===== src/rtl/srec_pkg.sv =====
// Shared definitions for the S-record stream decoder.
//   state_t     : parser state encoding
//   ERR_*       : error codes reported on error_code
//   CH_*        : ASCII characters the parser recognises
//   addr_bytes(): number of address bytes carried by an S-record type char
//                 (0 means the type is not a legal S-record type)
package srec_pkg;

  typedef enum logic [3:0] {
    ST_IDLE,
    ST_TYPE,
    ST_CNT_HI,
    ST_CNT_LO,
    ST_ADDR,
    ST_DATA_HI,
    ST_DATA_LO,
    ST_CSUM_HI,
    ST_CSUM_LO,
    ST_EOL,
    ST_RESYNC
  } state_t;

  localparam logic [2:0] ERR_NONE  = 3'd0;
  localparam logic [2:0] ERR_START = 3'd1;
  localparam logic [2:0] ERR_HEX   = 3'd2;
  localparam logic [2:0] ERR_TYPE  = 3'd3;
  localparam logic [2:0] ERR_LEN   = 3'd4;
  localparam logic [2:0] ERR_CSUM  = 3'd5;
  localparam logic [2:0] ERR_EOL   = 3'd6;

  localparam logic [7:0] CH_CR    = 8'h0D;
  localparam logic [7:0] CH_LF    = 8'h0A;
  localparam logic [7:0] CH_0     = 8'h30;
  localparam logic [7:0] CH_9     = 8'h39;
  localparam logic [7:0] CH_UP_A  = 8'h41;
  localparam logic [7:0] CH_UP_F  = 8'h46;
  localparam logic [7:0] CH_LOW_A = 8'h61;
  localparam logic [7:0] CH_LOW_F = 8'h66;
  localparam logic [7:0] CH_S     = 8'h53;

  function automatic logic [2:0] addr_bytes(input logic [7:0] type_char);
    case (type_char)
      8'h30, 8'h31, 8'h35, 8'h39: addr_bytes = 3'd2;
      8'h32, 8'h36, 8'h38:        addr_bytes = 3'd3;
      8'h33, 8'h37:               addr_bytes = 3'd4;
      default:                    addr_bytes = 3'd0;
    endcase
  endfunction

endpackage


===== src/rtl/srec_hex_decode.sv =====
// Combinational ASCII hex digit decoder.
//   char_in : ASCII character
//   nibble  : decoded value 0-15 (0 when not a hex digit)
//   valid   : 1 when char_in is an accepted hex digit
// LOWER_HEX selects whether 'a'-'f' are accepted alongside 'A'-'F'.
module srec_hex_decode
  import srec_pkg::*;
#(
  parameter int LOWER_HEX = 1
) (
  input  logic [7:0] char_in,
  output logic [3:0] nibble,
  output logic       valid
);

  always_comb begin
    nibble = 4'd0;
    valid  = 1'b0;
    if (char_in >= CH_0 && char_in <= CH_9) begin
      nibble = char_in[3:0];
      valid  = 1'b1;
    end else if (char_in >= CH_UP_A && char_in <= CH_UP_F) begin
      // 'A' is 0x41: low nibble 1 maps to 10
      nibble = char_in[3:0] + 4'd9;
      valid  = 1'b1;
    end else if ((LOWER_HEX != 0) && char_in >= CH_LOW_A && char_in <= CH_LOW_F) begin
      nibble = char_in[3:0] + 4'd9;
      valid  = 1'b1;
    end
  end

endmodule


===== src/rtl/srec_stream_decoder.sv =====
// Motorola S-record stream decoder.
// Consumes one ASCII character per char_ready strobe, decodes S0-S9 records,
// issues byte writes for S1/S2/S3 data, captures the S7/S8/S9 entry point and
// reports the first fault since the last clear_error.
// Ports:
//   clock, reset_n       : clock, asynchronous active-low reset
//   char_data/char_ready : incoming character and its one-cycle strobe
//   clear_error          : clears sticky error and error_code
//   write_address/write_byte/write_enable : byte write strobe to the loader
//   entry_address/entry_valid             : entry point from last good S7-S9
//   record_ok            : pulse when a record ends with good checksum and EOL
//   error/error_code     : sticky fault flag and first fault code
module srec_stream_decoder
  import srec_pkg::*;
#(
  parameter int ADDR_W    = 32,
  parameter int CSUM_EN   = 1,
  parameter int LOWER_HEX = 1
) (
  input  logic              clock,
  input  logic              reset_n,
  input  logic [7:0]        char_data,
  input  logic              char_ready,
  input  logic              clear_error,
  output logic [ADDR_W-1:0] write_address,
  output logic [7:0]        write_byte,
  output logic              write_enable,
  output logic [ADDR_W-1:0] entry_address,
  output logic              entry_valid,
  output logic              record_ok,
  output logic              error,
  output logic [2:0]        error_code
);

  state_t state_q, state_d;
  logic [7:0]        type_q, type_d;
  logic [2:0]        nbytes_q, nbytes_d;
  logic [2:0]        nib_cnt_q, nib_cnt_d;
  logic [7:0]        byte_cnt_q, byte_cnt_d;
  logic [7:0]        sum_q, sum_d;
  logic [3:0]        hi_nib_q, hi_nib_d;
  logic [ADDR_W-1:0] addr_q, addr_d;
  logic              cr_seen_q, cr_seen_d;

  logic [ADDR_W-1:0] write_address_q, write_address_d;
  logic [7:0]        write_byte_q, write_byte_d;
  logic              write_enable_q, write_enable_d;
  logic [ADDR_W-1:0] entry_address_q, entry_address_d;
  logic              entry_valid_q, entry_valid_d;
  logic              record_ok_q, record_ok_d;
  logic              error_q, error_d;
  logic [2:0]        error_code_q, error_code_d;

  logic [3:0] nib;
  logic       nib_valid;
  logic [7:0] byte_val;
  logic [7:0] min_cnt;
  logic [7:0] csum_total;
  logic [2:0] last_nib;
  logic [2:0] type_bytes;
  logic       is_data_type;
  logic       is_entry_type;
  logic       new_err;
  logic [2:0] new_code;

  srec_hex_decode #(.LOWER_HEX(LOWER_HEX)) u_hex (
    .char_in (char_data),
    .nibble  (nib),
    .valid   (nib_valid)
  );

  assign byte_val      = {hi_nib_q, nib};
  assign min_cnt       = {5'd0, nbytes_q} + 8'd1;
  assign csum_total    = sum_q + byte_val;
  // index of the final address nibble, 2*N-1 (3-bit wrap makes N=4 give 7)
  assign last_nib      = {nbytes_q[1:0], 1'b0} - 3'd1;
  assign type_bytes    = addr_bytes(char_data);
  assign is_data_type  = (type_q == 8'h31) || (type_q == 8'h32) || (type_q == 8'h33);
  assign is_entry_type = (type_q == 8'h37) || (type_q == 8'h38) || (type_q == 8'h39);

  always_comb begin
    state_d         = state_q;
    type_d          = type_q;
    nbytes_d        = nbytes_q;
    nib_cnt_d       = nib_cnt_q;
    byte_cnt_d      = byte_cnt_q;
    sum_d           = sum_q;
    hi_nib_d        = hi_nib_q;
    addr_d          = addr_q;
    cr_seen_d       = cr_seen_q;
    write_address_d = write_address_q;
    write_byte_d    = write_byte_q;
    write_enable_d  = 1'b0;
    entry_address_d = entry_address_q;
    entry_valid_d   = 1'b0;
    record_ok_d     = 1'b0;
    error_d         = error_q;
    error_code_d    = error_code_q;
    new_err         = 1'b0;
    new_code        = ERR_NONE;

    if (char_ready) begin
      case (state_q)
        ST_IDLE: begin
          if (char_data == CH_S) begin
            state_d = ST_TYPE;
          end else if (char_data != CH_CR && char_data != CH_LF) begin
            new_err  = 1'b1;
            new_code = ERR_START;
          end
        end
        ST_TYPE: begin
          if (type_bytes == 3'd0) begin
            new_err  = 1'b1;
            new_code = ERR_TYPE;
          end else begin
            type_d    = char_data;
            nbytes_d  = type_bytes;
            nib_cnt_d = 3'd0;
            addr_d    = '0;
            cr_seen_d = 1'b0;
            state_d   = ST_CNT_HI;
          end
        end
        ST_CNT_HI, ST_DATA_HI, ST_CSUM_HI: begin
          if (!nib_valid) begin
            new_err  = 1'b1;
            new_code = ERR_HEX;
          end else begin
            hi_nib_d = nib;
            state_d  = (state_q == ST_CNT_HI)  ? ST_CNT_LO  :
                       (state_q == ST_DATA_HI) ? ST_DATA_LO : ST_CSUM_LO;
          end
        end
        ST_CNT_LO: begin
          if (!nib_valid) begin
            new_err  = 1'b1;
            new_code = ERR_HEX;
          end else if (byte_val < min_cnt) begin
            new_err  = 1'b1;
            new_code = ERR_LEN;
          end else begin
            // count covers address + data + checksum; keep only the data part
            byte_cnt_d = byte_val - min_cnt;
            sum_d      = byte_val;
            state_d    = ST_ADDR;
          end
        end
        ST_ADDR: begin
          if (!nib_valid) begin
            new_err  = 1'b1;
            new_code = ERR_HEX;
          end else begin
            // shifting drops MSBs when the record address is wider than ADDR_W
            addr_d = {addr_q[ADDR_W-5:0], nib};
            if (!nib_cnt_q[0]) begin
              hi_nib_d = nib;
            end else begin
              sum_d = sum_q + byte_val;
            end
            if (nib_cnt_q == last_nib) begin
              state_d = (byte_cnt_q == 8'd0) ? ST_CSUM_HI : ST_DATA_HI;
            end else begin
              nib_cnt_d = nib_cnt_q + 3'd1;
            end
          end
        end
        ST_DATA_LO: begin
          if (!nib_valid) begin
            new_err  = 1'b1;
            new_code = ERR_HEX;
          end else begin
            sum_d      = sum_q + byte_val;
            byte_cnt_d = byte_cnt_q - 8'd1;
            state_d    = (byte_cnt_q == 8'd1) ? ST_CSUM_HI : ST_DATA_HI;
            // written immediately; a later checksum fault cannot undo it
            if (is_data_type) begin
              write_enable_d  = 1'b1;
              write_address_d = addr_q;
              write_byte_d    = byte_val;
              addr_d          = addr_q + 1'b1;
            end
          end
        end
        ST_CSUM_LO: begin
          if (!nib_valid) begin
            new_err  = 1'b1;
            new_code = ERR_HEX;
          end else if ((CSUM_EN != 0) && (csum_total != 8'hFF)) begin
            new_err  = 1'b1;
            new_code = ERR_CSUM;
          end else begin
            state_d = ST_EOL;
          end
        end
        ST_EOL: begin
          if (char_data == CH_CR && !cr_seen_q) begin
            cr_seen_d = 1'b1;
          end else if (char_data == CH_LF) begin
            state_d     = ST_IDLE;
            record_ok_d = 1'b1;
            if (is_entry_type) begin
              entry_valid_d   = 1'b1;
              entry_address_d = addr_q;
            end
          end else begin
            new_err  = 1'b1;
            new_code = ERR_EOL;
          end
        end
        ST_RESYNC: begin
          if (char_data == CH_LF) begin
            state_d = ST_IDLE;
          end
        end
        default: state_d = ST_IDLE;
      endcase
    end

    // a fault in the same cycle as clear_error takes priority over the clear
    if (new_err) begin
      state_d = ST_RESYNC;
      error_d = 1'b1;
      if (!error_q || clear_error) begin
        error_code_d = new_code;
      end
    end else if (clear_error) begin
      error_d      = 1'b0;
      error_code_d = ERR_NONE;
    end
  end

  always_ff @(posedge clock or negedge reset_n) begin
    if (!reset_n) begin
      state_q         <= ST_IDLE;
      type_q          <= 8'd0;
      nbytes_q        <= 3'd0;
      nib_cnt_q       <= 3'd0;
      byte_cnt_q      <= 8'd0;
      sum_q           <= 8'd0;
      hi_nib_q        <= 4'd0;
      addr_q          <= '0;
      cr_seen_q       <= 1'b0;
      write_address_q <= '0;
      write_byte_q    <= 8'd0;
      write_enable_q  <= 1'b0;
      entry_address_q <= '0;
      entry_valid_q   <= 1'b0;
      record_ok_q     <= 1'b0;
      error_q         <= 1'b0;
      error_code_q    <= ERR_NONE;
    end else begin
      state_q         <= state_d;
      type_q          <= type_d;
      nbytes_q        <= nbytes_d;
      nib_cnt_q       <= nib_cnt_d;
      byte_cnt_q      <= byte_cnt_d;
      sum_q           <= sum_d;
      hi_nib_q        <= hi_nib_d;
      addr_q          <= addr_d;
      cr_seen_q       <= cr_seen_d;
      write_address_q <= write_address_d;
      write_byte_q    <= write_byte_d;
      write_enable_q  <= write_enable_d;
      entry_address_q <= entry_address_d;
      entry_valid_q   <= entry_valid_d;
      record_ok_q     <= record_ok_d;
      error_q         <= error_d;
      error_code_q    <= error_code_d;
    end
  end

  assign write_address = write_address_q;
  assign write_byte    = write_byte_q;
  assign write_enable  = write_enable_q;
  assign entry_address = entry_address_q;
  assign entry_valid   = entry_valid_q;
  assign record_ok     = record_ok_q;
  assign error         = error_q;
  assign error_code    = error_code_q;

endmodule


===== config.mk =====
export PLATFORM = sky130hd
export DESIGN_NAME = srec_stream_decoder
export DESIGN_NICKNAME = d
export VERILOG_FILES = /design/src/rtl/srec_pkg.sv /design/src/rtl/srec_hex_decode.sv /design/src/rtl/srec_stream_decoder.sv
export SDC_FILE = /design/constraint.sdc
export NUM_CORES = 1
export LEC_CHECK = 0
export CAP_MARGIN = 5
export CORE_MARGIN = 1.5
export CORE_UTILIZATION = 50
export CTS_CLUSTER_DIAMETER = 120
export DETAILED_ROUTE_END_ITERATION = 8
export HOLD_SLACK_MARGIN = 0.02
export PLACE_DENSITY = 0.73
export SETUP_SLACK_MARGIN = 0.15
export SLEW_MARGIN = 20
export SYNTH_ARGS = -nofsm -noshare
export SYNTH_HDL_FRONTEND = slang
export SYNTH_SLANG_ARGS = --single-unit

===== constraint.sdc =====
create_clock -name clock -period 8.49 [get_ports clock]
set_input_delay 1.2735 -clock clock [delete_from_list [all_inputs] [get_ports clock]]
set_output_delay 1.2735 -clock clock [all_outputs]
set_load 0.05 [all_outputs]

==> summary.md, run 1 <==
| Metric | Value |
|---|---|
| Nets | 905 |
| Largest net degree at the start of global routing | 77 |
| Synth top area share | 0.4778 |
| Core area | 15260 um^2 |
| Syn Inst Count | 802 |
| Hold_ws | 0.4773 ns |
| Required time worst endpoint | 8.80 ns |
| Worst-Margin Slew | 0.9838 ns |
| Clk Latency, worst-skew pair | 0.43 ns |
| Port Buf Inserts | 90 |
| Inserted Diodes | 0 |
| Post-synth EDFFs | 0 |
| CP max stage cell | o311ai_1 |
| Grt ovf | 0 |
| Async SR Flop Fraction | 1.000 |
| Max Slew Vio Count | 0 |
| Most common flop cell mapped by yosys | dfrtp_1 |
| Hpwl dp | 12.74 mm |
| Crit Path Class | in -> reg |
| Period minus WS final | 6.204 ns |
| Mean post-synth cell area | 9.796 um^2 |
| Placed Area | 8882 um^2 |
| Vias/cell | 5.876 |
| Clock slew at reported path FFs | 0.06 ns |
| Num CTS Buffers | 17 |
| Layout area overhead | 20.35% |
| Root buffer cell | clkbuf_16 |
| Outcome | completed |
| Yosys warns | 0 |
| First-pass GRT wire length | 31.81 mm |
| Seq/Total Area, Yosys | 0.4778 |
| # hold bufs at CTS | 0 |
| Crit path buf inv count | 2 |
| DRT antenna net count | 0 |
| Vias | 6428 |
| Post-DR wirelength/cell | 17.16 um |
| Unique cell type count in the Yosys netlist | 65 |
| 1st-iter DRT viols | 676 |
| Syn Std Cell Area | 7856 um^2 |
| Peak VDD IR | 157.5 uV |
| Period utilization | 0.7307 |
| # DRC | 0 |
| Starting Density | 0.5149 |
| Crit start category | input port |
| Top cells by area, synth | dfrtp_1 (48%), mux2_2 (9.3%), o21ai_0 (6.2%) |
| Crit path largest cell delay | 0.81 ns |
| Most frequent cell after synthesis | dfrtp_1 |
| Top cells by count, synth | dfrtp_1 (150), o21ai_0 (97), nand2_1 (76) |
| Hold Crit Class | reg -> reg |
| Max-cap violations | 0 |
| RSZ-0062 raised after global routing | false |
| DR pass1 iterations | 5 |
| Die height | 128.4 um |
| Finished Cell Area | 9455 um^2 |
| Share of post-route cells with drive strength above 1 | 0.1268 |
| Hold Violations, Final | 0 |
| Die area | 16470 um^2 |
| Setup Skew | 0.009341 ns |
| DIE WIDTH | 128.4 um |
| Number of global-route vias before repair | 6364 |
| Gp weighted congestion | 0.9119 |
| Pwr/cell area | 220.2 nW/um^2 |
| FP Rows | 45 |
| PostCTS Resize Cnt | 0 |
| Clk buf depth | 2 |
| I/O pins | 91 |
| H-Tree Depth | 4 |
| Crit path cell chain | clkdlybuf4s50_1, inv_1, ha_1, o21bai_1, a21oi_1, nor2_1, nor2_1, ha_1, fa_1, a211oi_1, nor2_1, xor2_1, nand4_1, o311ai_1, a31oi_1, a221o_1 |
| CTS tree | built |
| Critical path's top delay family | compound AO/OA/AOI/OAI gates |
| Drt total wl | 18.78 mm |
| Post-CTS setup buffers | 0 |
| CP endpoint kind | flip-flop |
| FMAX | 161.2 MHz |
| Critical Path AT | 6.51 ns |
| Leak | 0.004204 uW |
| Gr usage total | 0.2438 |
| Syn Nets | 836 |
| Slew margin rel. | 0.3441 |
| Crit path top cell by count | nor2_1 |
| Initial antenna violation count | 0 |
| CTS Sinks | 150 |
| Setup TNS | 0 ns |
| Power, Total | 2082 uW |
| Worst-path fanout max | 13 |
| #FFs+latches synth | 150 |
| Synth area leader | dfrtp_1 |
| Final Setup Violations | 0 |
==> cell families after synthesis <==
group | after synthesis | synth area share
adders and majority gates | 22 | 0.03695
DFF | 150 | 0.4778
xor gates and xnor gates | 20 | 0.02230
muxes | 72 | 0.1021
buffers and inverters | 72 | 0.03695
AOI/OAI and AO/OA | 216 | 0.1669
and+or+nand+nor | 250 | 0.1570
==> state kept, by name, indices dropped and copies added (netlist names) <==
signal,cells
error,1
addr_q,32
type_q,8
write_byte,8
nbytes_q,3
entry_valid,1
state_q,4
sum_q,8
cr_seen_q,1
hi_nib_q,4
byte_cnt_q,8
write_address,32
record_ok,1
error_code,3
entry_address,32
nib_cnt_q,3
write_enable,1
==> stage by stage <==
step | setup slack, ns | cells | utilization
6_report | 2.286 | 1094 | 0.6197
5_1_grt | 1.830 | 1094 | 0.6197
4_1_cts | 2.360 | 1094 | 0.6197
3_5_place_dp | 1.923 | 1063 | 0.5821
3_3_place_gp | 2.093 | 1063 | 0.5821
2_1_floorplan | 3.432 | 802 | -
==> tightest hold or removal path: cells and delay by family (launching register included) <==
family	cells	cell delay, ns
DFF	1	0.34
AOI/OAI and AO/OA	1	0.06
and+or+nand+nor	1	0.05
==> area by class of cell <==
type                            count  area [um^2]
Fill cell                        1251         5803
Timing Repair Buffer               97        954.7
Clock inverter                     12        130.1
Sequential cell                   150         3754
Inverter                           25        93.84
Tap cell                          211        264.0
Multi-Input combinational cell    580         3816
Clock buffer                       19        442.9
==> where the power goes <==
part	internal (uW)	total, uW	switching (uW)
clock network	438	737	299
logic	183	459	276
registers	779	886	107
==> path summary, 6_finish.rpt <==
path / slack, ns / cells after the start / end / start
worst min-delay path: 0.48 / 2 / cr_seen_q / cr_seen_q
worst max register to register: 4.41 / 8 / write_byte[6] / state_q[3]
min in group asynchronous: 0.85 / 1 / cr_seen_q / reset_n
max in group asynchronous: 6.17 / 2 / entry_address[24] / reset_n
worst max-delay path: 2.29 / 16 / state_q[1] / char_data[1]
worst min register to register: 0.48 / 2 / cr_seen_q / cr_seen_q
==> metal layers <==
metal / share of wire / global-route usage
met5: 0 / 0
met3: 0.058 / 0.05447
met2: 0.46 / 0.3729
met4: 0.013 / 0.06940
met1: 0.47 / 0.3515
==> cell usage in the layout (no fill, tap or decap), drive strengths merged, types with 4 or more instances in the layout <==
cell type,synthesis,layout
a21oi,39,39
a22o,5,5
a22oi,13,13
a31oi,8,8
and2,8,8
and3,17,17
buf,10,8
clkbuf,37,19
clkdlybuf4s50,0,89
clkinv,0,7
dfrtp,150,150
ha,20,20
inv,25,26
mux2,65,65
mux2i,7,7
nand2,76,76
nand2b,10,10
nand3,16,16
nand4,5,5
nor2,62,62
nor2b,6,6
nor3,19,19
nor4,5,5
o21ai,98,98
o22ai,8,8
or2,4,4
xnor2,11,11
xor2,9,9
(Power assumes the default switching activity.)
==> inputs of run 2 (changes only) <==
- clock period: 8.49 -> 6.4 ns (I/O delays scaled with it)
==> run 2 against run 1 <==
  * Clock skew increased by 0.00093 ns
  * Non-clock buffer count increased by 3
  * Setup slack got worse by 1.3 ns
  * Cell area about the same
  * Global-route usage increased by 0.084 points
  * Die area unchanged
  * Critical path depth unchanged
  * Clock power increased by 30%
  * Core utilization about the same
  * Critical endpoint unchanged
==> summary.md, run 2 (same netlist as run 1, synthesis figures left out) <==
| Metric | Value |
|---|---|
| Outcome | completed |
| Largest net degree at the start of global routing | 92 (+19%) |
| Pre-CTS WS | 0.6544 ns (-1.269 ns) |
| CTS Sinks | 150 (unchanged) |
| Hold Crit Class | reg -> reg |
| Drt total wl | 19.34 mm (+3.0%) |
| Worst setup margin | 0.9656 ns (-1.320 ns) |
| FP Rows | 45 (unchanged) |
| HP Start | type_q[4] |
| DR pass1 iterations | 5 (unchanged) |
| H-Tree Depth | 4 (unchanged) |
| Post-route insts no fill | 1098 (+0.37%) |
| Post-DR wirelength/cell | 17.61 um (+2.6%) |
| Clk Latency, worst-skew pair | 0.43 ns (about the same) |
| Peak VDD IR | 186.3 uV (+18%) |
| Hold Violations, Final | 0 (unchanged) |
| Slew margin rel. | 0.3424 (-0.001707) |
| Leak | 0.004209 uW (+0.12%) |
| First-pass GRT wire length | 31.75 mm (-0.18%) |
| Required time worst endpoint | 6.71 ns (-2.09 ns) |
| Die height | 128.4 um (unchanged) |
| Period utilization | 0.8491 |
| Port Buf Inserts | 90 (unchanged) |
| Worst-path fanout max | 8 (-5) |
| Critical R2R Capture | write_address[25] |
| Final Setup Violations | 0 (unchanged) |
| Crit start category | input port |
| RSZ-0062 raised after global routing | false |
| Placed Area | 8902 um^2 (+0.23%) |
| Worst-case reg-to-reg path depth | 8 (unchanged) |
| # DRC | 0 (unchanged) |
| Post-CTS setup buffers | 0 (unchanged) |
| Nets | 908 (+0.33%) |
| Core area | 15260 um^2 (unchanged) |
| Max-cap violations | 0 (unchanged) |
| # hold bufs at CTS | 0 (unchanged) |
| Num CTS Buffers | 17 (unchanged) |
| Worst-Margin Slew | 0.9864 ns (+0.002560 ns) |
| Critical R2R Launch | state_q[2] |
| Layout area overhead | 20.43% (about the same) |
| Clk buf depth | 2 (unchanged) |
| Starting Density | 0.5149 (unchanged) |
| Cells after DPL | 1066 (+0.28%) |
| DIE WIDTH | 128.4 um (unchanged) |
| Hpwl dp | 13.14 mm (+3.2%) |
| Clock slew at reported path FFs | 0.06 ns (about the same) |
| Pwr/cell area | 291.1 nW/um^2 (+32%) |
| I/O pins | 91 (unchanged) |
| Share of post-route cells with drive strength above 1 | 0.1297 (+0.002810) |
| Gr usage total | 0.2446 (+0.0008383) |
| Commonest non-fill, non-tap cell in the layout | dfrtp_1 |
| Commonest non-fill, non-tap cells in the layout | dfrtp_1 (150), o21ai_0 (97), clkdlybuf4s50_1 (89) |
| Vias/cell | 5.866 (-0.16%) |
| CP endpoint kind | flip-flop |
| Setup TNS | 0 ns (unchanged) |
| 1st-iter DRT viols | 596 (-12%) |
| Crit Path Class | in -> reg |
| CTS tree | built |
| Inserted Diodes | 0 (unchanged) |
| Critical Path AT | 5.75 ns (-0.76 ns) |
| Grt ovf | 0 (unchanged) |
| PostCTS Resize Cnt | 0 (unchanged) |
| Hold EP | type_q[4] |
| DRT antenna net count | 0 (unchanged) |
| Number of global-route vias before repair | 6416 (+0.82%) |
| Period minus WS final | 5.434 ns |
| Initial antenna violation count | 0 (unchanged) |
| Root buffer cell | clkbuf_16 |
| FMAX | 184.0 MHz |
| Reg2reg setup slack | 2.53 ns (-1.88 ns) |
| Vias | 6441 (+0.20%) |
| Setup Skew | 0.01027 ns (+0.0009330 ns) |
| Final core occ | 0.6201 (about the same) |
| Worst Hold Path Cells | 1 (-1) |
| Max Slew Vio Count | 0 (unchanged) |
| Die area | 16470 um^2 (unchanged) |
| Finished Cell Area | 9462 um^2 (about the same) |
| Gp weighted congestion | 0.9002 (-1.3%) |
==> run 2: stage by stage <==
step                power, uW  hold slack, ns
detailed placement       1799          0.4559
floorplan                1609          0.4346
CTS                      2756          0.4708
finish                   2754          0.4678
global placement         1774          0.4514
global route             2892          0.4882
==> run 2: cell type report <==
type,instances,area [um^2]
fillers,1252,5797
multi-input cells,580,3816
clock inverters,13,126.4
inverters,25,93.84
flip-flops and latches,150,3754
clock buffers,19,432.9
well taps,211,264.0
repair buffers,100,974.7
==> run 2: worst max-delay path by stage <==
stage	end	cells after the start	slack, ns	from
floorplan	state_q[1]	16	1.66	char_data[1]
global placement	state_q[1]	16	0.88	char_data[1]
detailed placement	state_q[1]	16	0.65	char_data[1]
CTS	state_q[1]	16	1.05	char_data[1]
global route	state_q[1]	16	0.70	char_data[1]
finish	state_q[1]	16	0.97	char_data[1]
==> run 2: power by group <==
group	total, uW	internal, uW	leakage (uW)	switching (uW)
Combinational	624	246	0.00189	378
Clock	955	540	0.000271	414
Sequential	1180	1030	0.00205	142
==> run 2: worst max-delay path, stage by stage <==
cell	delay (ns)
clkdlybuf4s50_1	0.50
inv_1	0.14
ha_1	0.24
o21bai_1	0.12
a21oi_1	0.51
mux2i_1	0.56
nor2_1	0.24
fa_1	0.49
a211oi_1	0.36
nor2_1	0.11
xor2_1	0.19
nand4_1	0.13
o311ai_1	0.29
buf_4	0.20
or3b_1	0.36
a221o_1	0.34
==> run 2: metal layers <==
metal | track usage | vias to the layer above | part of all wire
met5 | 0 | - | 0
met1 | 0.3404 | 3169 | 0.47
met3 | 0.04906 | 22 | 0.053
met2 | 0.3855 | 223 | 0.46
met4 | 0.08394 | 0 | 0.014
li1 | - | 3027 | -
